### src/rtl/cbus_arbiter_if.sv
// Shared cbus request/response types and the bundle of requester/memory-side
// buses that the arbiter sits between.
package cbus_pkg;
   // Burst length encoded as beats-1.
   typedef enum logic [3:0] {
      MLEN1  = 4'd0,
      MLEN2  = 4'd1,
      MLEN4  = 4'd3,
      MLEN8  = 4'd7,
      MLEN16 = 4'd15
   } mlen_t;

   typedef struct packed {
      logic        valid;
      logic        is_write;
      logic [2:0]  size;
      logic [31:0] addr;
      logic [3:0]  strobe;
      logic [31:0] data;
      mlen_t       len;
   } cbus_req_t;

   typedef struct packed {
      logic        ready;
      logic        last;
      logic [31:0] data;
   } cbus_resp_t;
endpackage

interface cbus_arbiter_if import cbus_pkg::*; #(parameter int NUM_REQ = 2);
   cbus_req_t  ireqs  [NUM_REQ];
   cbus_resp_t iresps [NUM_REQ];
   cbus_req_t  oreq;
   cbus_resp_t oresp;

   // master: the caches plus the memory bridge; slave: the arbiter itself
   modport master (output ireqs, input iresps, input oreq, output oresp);
   modport slave  (input ireqs, output iresps, output oreq, input oresp);
endinterface

### src/rtl/cbus_arbiter.sv
// Round-robin arbiter sharing one cbus memory port among NUM_REQ cache
// requesters; a grant is held until the beat carrying ready&last.
//
// state | meaning
// IDLE  | no burst owned; arbitrate among valid requesters from rr_ptr
// BUSY  | requester sel owns the bus; request/response passed through
module cbus_arbiter import cbus_pkg::*; #(
   parameter int NUM_REQ = 2,
   parameter int IDX_W   = $clog2(NUM_REQ)
) (
   input  logic             clk,
   input  logic             resetn,
   cbus_arbiter_if.slave    bus,
   output logic             busy,
   output logic [IDX_W-1:0] grant_idx,
   output logic [7:0]       beat_cnt
);

   typedef enum logic {IDLE, BUSY} state_t;

   state_t           state, state_nxt;
   logic [IDX_W-1:0] sel, sel_nxt;
   logic [IDX_W-1:0] rr_ptr, rr_ptr_nxt;
   logic [7:0]       beat_nxt;

   logic             win_found;
   logic [IDX_W-1:0] win_idx;
   logic [IDX_W:0]   cand;

   // Scan rr_ptr, rr_ptr+1, ... wrapping at NUM_REQ; first valid wins.
   always_comb begin
      win_found = 1'b0;
      win_idx   = rr_ptr;
      cand      = '0;
      for (int k = 0; k < NUM_REQ; k++) begin
         cand = {1'b0, rr_ptr} + (IDX_W+1)'(k);
         if (cand >= (IDX_W+1)'(NUM_REQ))
            cand = cand - (IDX_W+1)'(NUM_REQ);
         if (!win_found && bus.ireqs[cand[IDX_W-1:0]].valid) begin
            win_found = 1'b1;
            win_idx   = cand[IDX_W-1:0];
         end
      end
   end

   always_ff @(posedge clk or negedge resetn) begin
      if (!resetn) begin
         state    <= IDLE;
         sel      <= '0;
         rr_ptr   <= '0;
         beat_cnt <= '0;
      end else begin
         state    <= state_nxt;
         sel      <= sel_nxt;
         rr_ptr   <= rr_ptr_nxt;
         beat_cnt <= beat_nxt;
      end
   end

   // beat_cnt is cleared only on a new grant so the last count stays visible.
   always_comb begin
      state_nxt  = state;
      sel_nxt    = sel;
      rr_ptr_nxt = rr_ptr;
      beat_nxt   = beat_cnt;
      if (state == IDLE) begin
         if (win_found) begin
            state_nxt = BUSY;
            sel_nxt   = win_idx;
            beat_nxt  = '0;
         end
      end else begin
         if (bus.oresp.ready) begin
            if (beat_cnt != 8'hff)
               beat_nxt = beat_cnt + 8'd1;
            if (bus.oresp.last) begin
               state_nxt  = IDLE;
               rr_ptr_nxt = (sel == IDX_W'(NUM_REQ-1)) ? '0 : sel + IDX_W'(1);
            end
         end
      end
   end

   // Non-owners always see an all-zero response, data included.
   always_comb begin
      bus.oreq = '0;
      for (int j = 0; j < NUM_REQ; j++) begin
         bus.iresps[j] = '0;
         if (state == BUSY && sel == IDX_W'(j))
            bus.iresps[j] = bus.oresp;
      end
      if (state == BUSY)
         bus.oreq = bus.ireqs[sel];
   end

   assign busy      = (state == BUSY);
   assign grant_idx = sel;

   a_owner_holds_valid: assert property (@(posedge clk) disable iff (!resetn)
      (state == BUSY) |-> bus.ireqs[sel].valid);

endmodule
### src/flat_wrapper.sv
// flat-port wrapper written by rule: the top's interface ports become plain ports
module cbus_arbiter_flat import cbus_pkg::*;
#(
   parameter int NUM_REQ = 2,
   parameter int IDX_W   = $clog2(NUM_REQ)
)
  (clk, resetn, busy, grant_idx, beat_cnt, bus_ireqs, bus_iresps, bus_oreq, bus_oresp);
  cbus_arbiter_if #(.NUM_REQ(NUM_REQ)) bus_i ();
  input  logic clk;
  input  logic resetn;
  output logic busy;
  output logic [IDX_W-1:0] grant_idx;
  output logic [7:0] beat_cnt;
  input wire logic [$bits(bus_i.ireqs)-1:0] bus_ireqs;
  output wire logic [$bits(bus_i.iresps)-1:0] bus_iresps;
  output wire logic [$bits(bus_i.oreq)-1:0] bus_oreq;
  input wire logic [$bits(bus_i.oresp)-1:0] bus_oresp;
  assign bus_i.ireqs = {>>{bus_ireqs}};
  assign bus_iresps = {>>{bus_i.iresps}};
  assign bus_oreq = bus_i.oreq;
  assign bus_i.oresp = bus_oresp;
  cbus_arbiter #(.NUM_REQ(NUM_REQ), .IDX_W(IDX_W)) u_core (.clk(clk), .resetn(resetn), .bus(bus_i), .busy(busy), .grant_idx(grant_idx), .beat_cnt(beat_cnt));
endmodule
### config.mk
export PLATFORM = sky130hd
export DESIGN_NAME = cbus_arbiter_flat
export DESIGN_NICKNAME = d
export VERILOG_FILES = /design/src/rtl/cbus_arbiter_if.sv /design/src/rtl/cbus_arbiter.sv /design/src/flat_wrapper.sv
export SDC_FILE = /design/constraint.sdc
export NUM_CORES = 1
export LEC_CHECK = 0
export ABC_AREA = 1
export BUFFER_PORTS_ARGS = -buffer_cell sky130_fd_sc_hd__buf_2
export CAP_MARGIN = 15
export CORE_AREA = 2 2 133 135
export DETAILED_ROUTE_END_ITERATION = 10
export DIE_AREA = 0 0 135 137
export PLACE_DENSITY = 0.39
export SLEW_MARGIN = 20
export SYNTH_ARGS = -nofsm -noshare
export SYNTH_HDL_FRONTEND = slang
export SYNTH_SLANG_ARGS = --single-unit
### constraint.sdc
create_clock -name clk -period 1.4 [get_ports clk]
set_clock_uncertainty 0.1 [all_clocks]
set_input_delay 0 -clock clk [delete_from_list [all_inputs] [get_ports clk]]
set_output_delay 0 -clock clk [all_outputs]
set_load 0.1 [all_outputs]
Yosys cells after proc, flatten, opt, wreduce, memory -nomap -nowiden
Index checks and enable logic that the tools add are counted.
{"block": "totals", "ff_bits": 11, "inputBits": 190, "output_inout_bits": 155, "wordCells": 57}
{"block": "op_classes", "addsub": 5, "order_cmp": 5, "n_eq_ne": 3, "mux": 27, "n_bitwise": 5, "n_reduce_logical": 8}
{"cell": "77-bit two-way mux", "n": 10}
{"cell": "34-bit two-way mux", "n": 2}
{"cell": "8-bit two-way mux", "n": 4}
{"cell": "1-bit two-way mux", "n": 11}
{"cell": "8-bit by 1-bit adder with 8-bit output, second input constant", "n": 1}
{"cell": "2-bit greater-or-equal comparator, second input constant", "n": 4}
{"cell": "8-bit != test, second input constant", "n": 1}
{"cell": "1-bit inverter with 2-bit output", "n": 3}
{"cell": "3-bit AND reduction", "n": 2}
{"cell": "2-bit != test, second input constant", "n": 2}
{"cell": "1-bit logical AND", "n": 3}
{"cell": "1-bit by 1-bit adder with 2-bit output, second input constant", "n": 1}
{"cell": "1-bit by 2-bit greater-or-equal comparator with 1-bit output, second input constant", "n": 1}
{"cell": "1-bit inverter", "n": 2}
{"cell": "2-bit AND reduction", "n": 1}
{"cell": "2-bit nonzero test", "n": 1}
{"cell": "1-bit subtractor, second input constant", "n": 2}
{"cell": "1-bit adder, second input constant", "n": 1}
{"cell": "1-bit logical NOT", "n": 1}

Logic depth before layout (Yosys ltp)
{"block": "depth", "word_depth": 12, "depth_mapped": 8, "ltp_nobuf": 8}

Worst setup path before layout
OpenSTA, ideal clock, no wires.
{"block": "synth_timing", "path_type": "register to output", "start": "reg u_core.state (netlist: u_core.busy)", "end": "out bus_oreq[62]", "arrival_ns": 3.062, "t_required_ns": 1.300, "slack_ns": -1.762, "stages_incl_launch_ff": 6, "n_path_buf": 3, "path_cell_list": "dfrtp_1 -> buf_4 -> inv_2 -> buf_2 -> buf_2 -> a21oi_1"}
{"block": "synth_via", "elab_chain_len": 1}
{"element": "start: declaration", "line": "cbus_arbiter.sv:21", "text": "state_t state, state_nxt;"}
{"element": "start signal: assignment", "line": "cbus_arbiter.sv:53", "text": "state <= state_nxt;"}
{"element": "77-bit two-way mux", "line": "cbus_arbiter.sv:92", "text": "if (state == BUSY)"}
{"element": "end: declaration", "line": "flat_wrapper.sv:16", "text": "output wire logic [$bits(bus_i.oreq)-1:0] bus_oreq;"}
No other way between the ends.

Final worst setup path
{"block": "layout_timing", "start": "reg u_core.sel (netlist: u_core.grant_idx)", "end": "out bus_oreq[44]"}
{"block": "layout_via", "elab_chain_len": 5}
{"element": "start: declaration", "line": "cbus_arbiter.sv:22", "text": "logic [IDX_W-1:0] sel, sel_nxt;"}
{"element": "start signal: assignment", "line": "cbus_arbiter.sv:54", "text": "sel <= sel_nxt;"}
{"element": "1-bit inverter with 2-bit output (implied by the code)", "line": "cbus_arbiter.sv:93", "text": "bus.oreq = bus.ireqs[sel];"}
{"element": "77-bit two-way mux (implied by the code) (3 in a row)", "line": "cbus_arbiter.sv:93"}
{"element": "77-bit two-way mux", "line": "cbus_arbiter.sv:92"}
No other way between the ends. The select of a mux whose other input is x is not followed.

==> results.toml <==
[outcome]
outcome = "finished, violations left"
violations = "negative setup slack"

[placed_design]
port_buffers = 344
hpwl_um = 13700
place_area_um2 = 8030
globalplace.congestion = 0.917

[cells_and_area]
fin_area_um2 = 8540
layout-drive-gt1-share_pct = 71.3
multiInputGateArea_um2 = 3030
syn_to_final_growth_pct = 303
ff_latch_area_um2 = 290
n_fill_cell = 1581
fin_nets = 1001

[clock_tree]
clock-root-buffer = "clkbuf_16"
clk_latency_ns = 0.24
cts_buffers = 3
cts.sinks = 11
cts_tree = "yes"
cts_max_path_buffers = 2
h-tree-depth = 1
clkTransAtPathRegs_ns = 0.04

[routing]
dr.pass1.iters = 4
antenna_left = 0
routedWlPerCell_um = 15.9
via_count = 4286
wl_um = 16500
drtIter0Drc = 111
drc = 0
viasPerCell = 4.13

[sta]
setup_slack_ns = -0.212
relSlewSlack_pct = 67.2
hold_viol = 0
tightestPinTransition_ns = 0.495
maxSlewViolCount = 0
min_period_ns = 1.61
period_share_pct = 115
hold_ws_ns = 0.0426
fmax_mhz = 620
rsz0062_at_grt = "true"
setup_viol_count_final = 146

[power]
p_leak_nw = 3.73
ir_drop_mv = 1.14
p_per_area_nw_per_um2 = 1780

[yosys]
synthCells = 446
seq_area_frac_synth_pct = 13.0
avgSynthCellArea_um2 = 4.75
ys_seq_elements = 11
ys_types = 22
yosys_warnings = 0
syn-num-nets = 637
synth_area_um2 = 2120

[floorplanning]
rows = 48
coreArea_um2 = 17100
initial_core_util_pct = 12.4
die_area_um2 = 18500
die_h_um = 137
boundaryPins = 345
die_w_um = 135

[setup_path]
critPathRequiredTime_ns = 1.30
end_kind = "primary output"
path_max_fanout = 11
crit_type = "reg -> out"
cp-start-kind = "flop"
reg2reg_slack_ns = -0.03
crit_arrival_ns = 1.51

[global_routing]
grt_usage_pct = 16.1
grt_max_degree = 24
grt_overflow = 0
antenna_found_initial = 3
grt_pass1_vias = 4247
grt_pass1_wl_um = 23600

[hold_path]
hold_path.class = "in -> reg"

[run]
max-cap-violations = 0
## state kept, by name, summed over array words and instances, names as in the netlist
signal,count
u_core.rr_ptr,1
u_core.busy,1
u_core.grant_idx,1
u_core.beat_cnt,8
## critical path: stages (launching register included)
cell and delay, ns:
dfrtp_4 0.46, buf_6 0.18, clkbuf_16 0.18, nand2_1 0.09
a21oi_4 0.17, buf_12 0.19
## logic make-up (layout without fill, tap and decap cells)
| group | after synthesis | count (layout) | synth area share (%) |
|---|---|---|---|
| buf+inv | 76 | 438 | 15.3 |
| compound gates | 88 | 89 | 21.8 |
| simple gates | 269 | 269 | 48.7 |
| other cells | 0 | 3 | 0 |
| fa+ha+maj | 1 | 1 | 0.590 |
| flops | 11 | 11 | 13.0 |
| mux | 1 | 1 | 0.531 |
## cells in the final DEF (no fill, tap or decap), drive strengths merged
cell type,n
nand3,7
o21ai,6
dfrtp,11
buf,384
nand3b,2
a31oi,1
mux2,1
o211ai,1
inv,43
nor3b,1
dlygate4sd3,2
nand2,183
a21oi,79
clkbuf,8
o21bai,1
ha,1
diode,3
o22ai,1
clkinv,1
nor2,76
## metrics by stage
| step | worst slack (ns) | setup TNS (ns) | util (%) | std cells | power [W] |
|---|---|---|---|---|---|
| 6_report | -0.212 | -24.74 | 50.1 | 1037 | 0.0152 |
| 5_1_grt | -0.249 | -32.03 | 50.1 | 1037 | 0.0157 |
| 4_1_cts | -0.216 | -26.12 | 48.5 | 1023 | 0.0150 |
| 3_5_place_dp | -0.0375 | -0.458 | 47.1 | 1014 | 0.0142 |
| 3_3_place_gp | 0.00314 | 0 | 47.1 | 1014 | 0.0141 |
| 2_1_floorplan | -0.464 | -62.61 | - | 446 | 0.00956 |
## final timing paths
kind	from	to	cells past startpoint
hold / removal	bus_oresp[33]	u_core.busy$_DFF_PN0_	4
hold reg to reg	u_core.rr_ptr$_DFFE_PN0P_	u_core.rr_ptr$_DFFE_PN0P_	1
setup / recovery	u_core.grant_idx$_DFFE_PN0P_	bus_oreq[44]	5
setup reg to reg	u_core.beat_cnt[1]$_DFFE_PN0P_	u_core.beat_cnt[2]$_DFFE_PN0P_	6
max in group asynchronous	resetn	u_core.busy$_DFF_PN0_	2
min in group asynchronous	resetn	u_core.beat_cnt[7]$_DFFE_PN0P_	2
## metal layers
layer  global-route usage [%]  vias to the layer above  wire [um]
met5                        0                        -          0
met4                     2.89                        0        261
met3                     2.48                       14       1070
met2                     31.4                      187       8970
met1                     18.5                     1969       6240
li1                         -                     2116          -
## Yosys cell counts, drive strengths merged
library cell,number,share of area (%)
mux2,1,0.53
inv,44,7.8
nor3b,1,0.35
nand2,183,33
o21ai,6,1.4
nand3,7,1.7
buf,22,5.8
ha,1,0.59
nor2,76,13
clkbuf,10,1.8
o21bai,1,0.35
a31oi,1,0.30
o22ai,1,0.30
a21oi,78,19
o211ai,1,0.35
nand3b,2,0.71
dfrtp,11,13
## area by class of cell
type                            instances  share of cell area (%)
Tap cell                              225                    3.30
Sequential cell                        11                    3.40
Timing Repair Buffer                  390                    54.6
Inverter                               44                    2.20
Antenna cell                            3                  0.0879
Clock buffer                            4                   0.923
Multi-Input combinational cell        360                    35.5
## timing repair
item                       4_1_cts  5_1_grt
hold buffers                     2        0
hold endpoints to repair        12        0
setup endpoints to repair      149      154
gates resized for setup         19       35
pin swaps                        0        8
gates cloned                     3        5
buffers inserted                 0        6
## where the power goes
group	total [W]	internal, W	switching [W]
logic	0.0142	0.00491	0.00926
clock network	0.000513	0.000381	0.000132
registers	0.000510	0.000407	0.000103
Note: power is estimated with default switching activity, not from simulation.
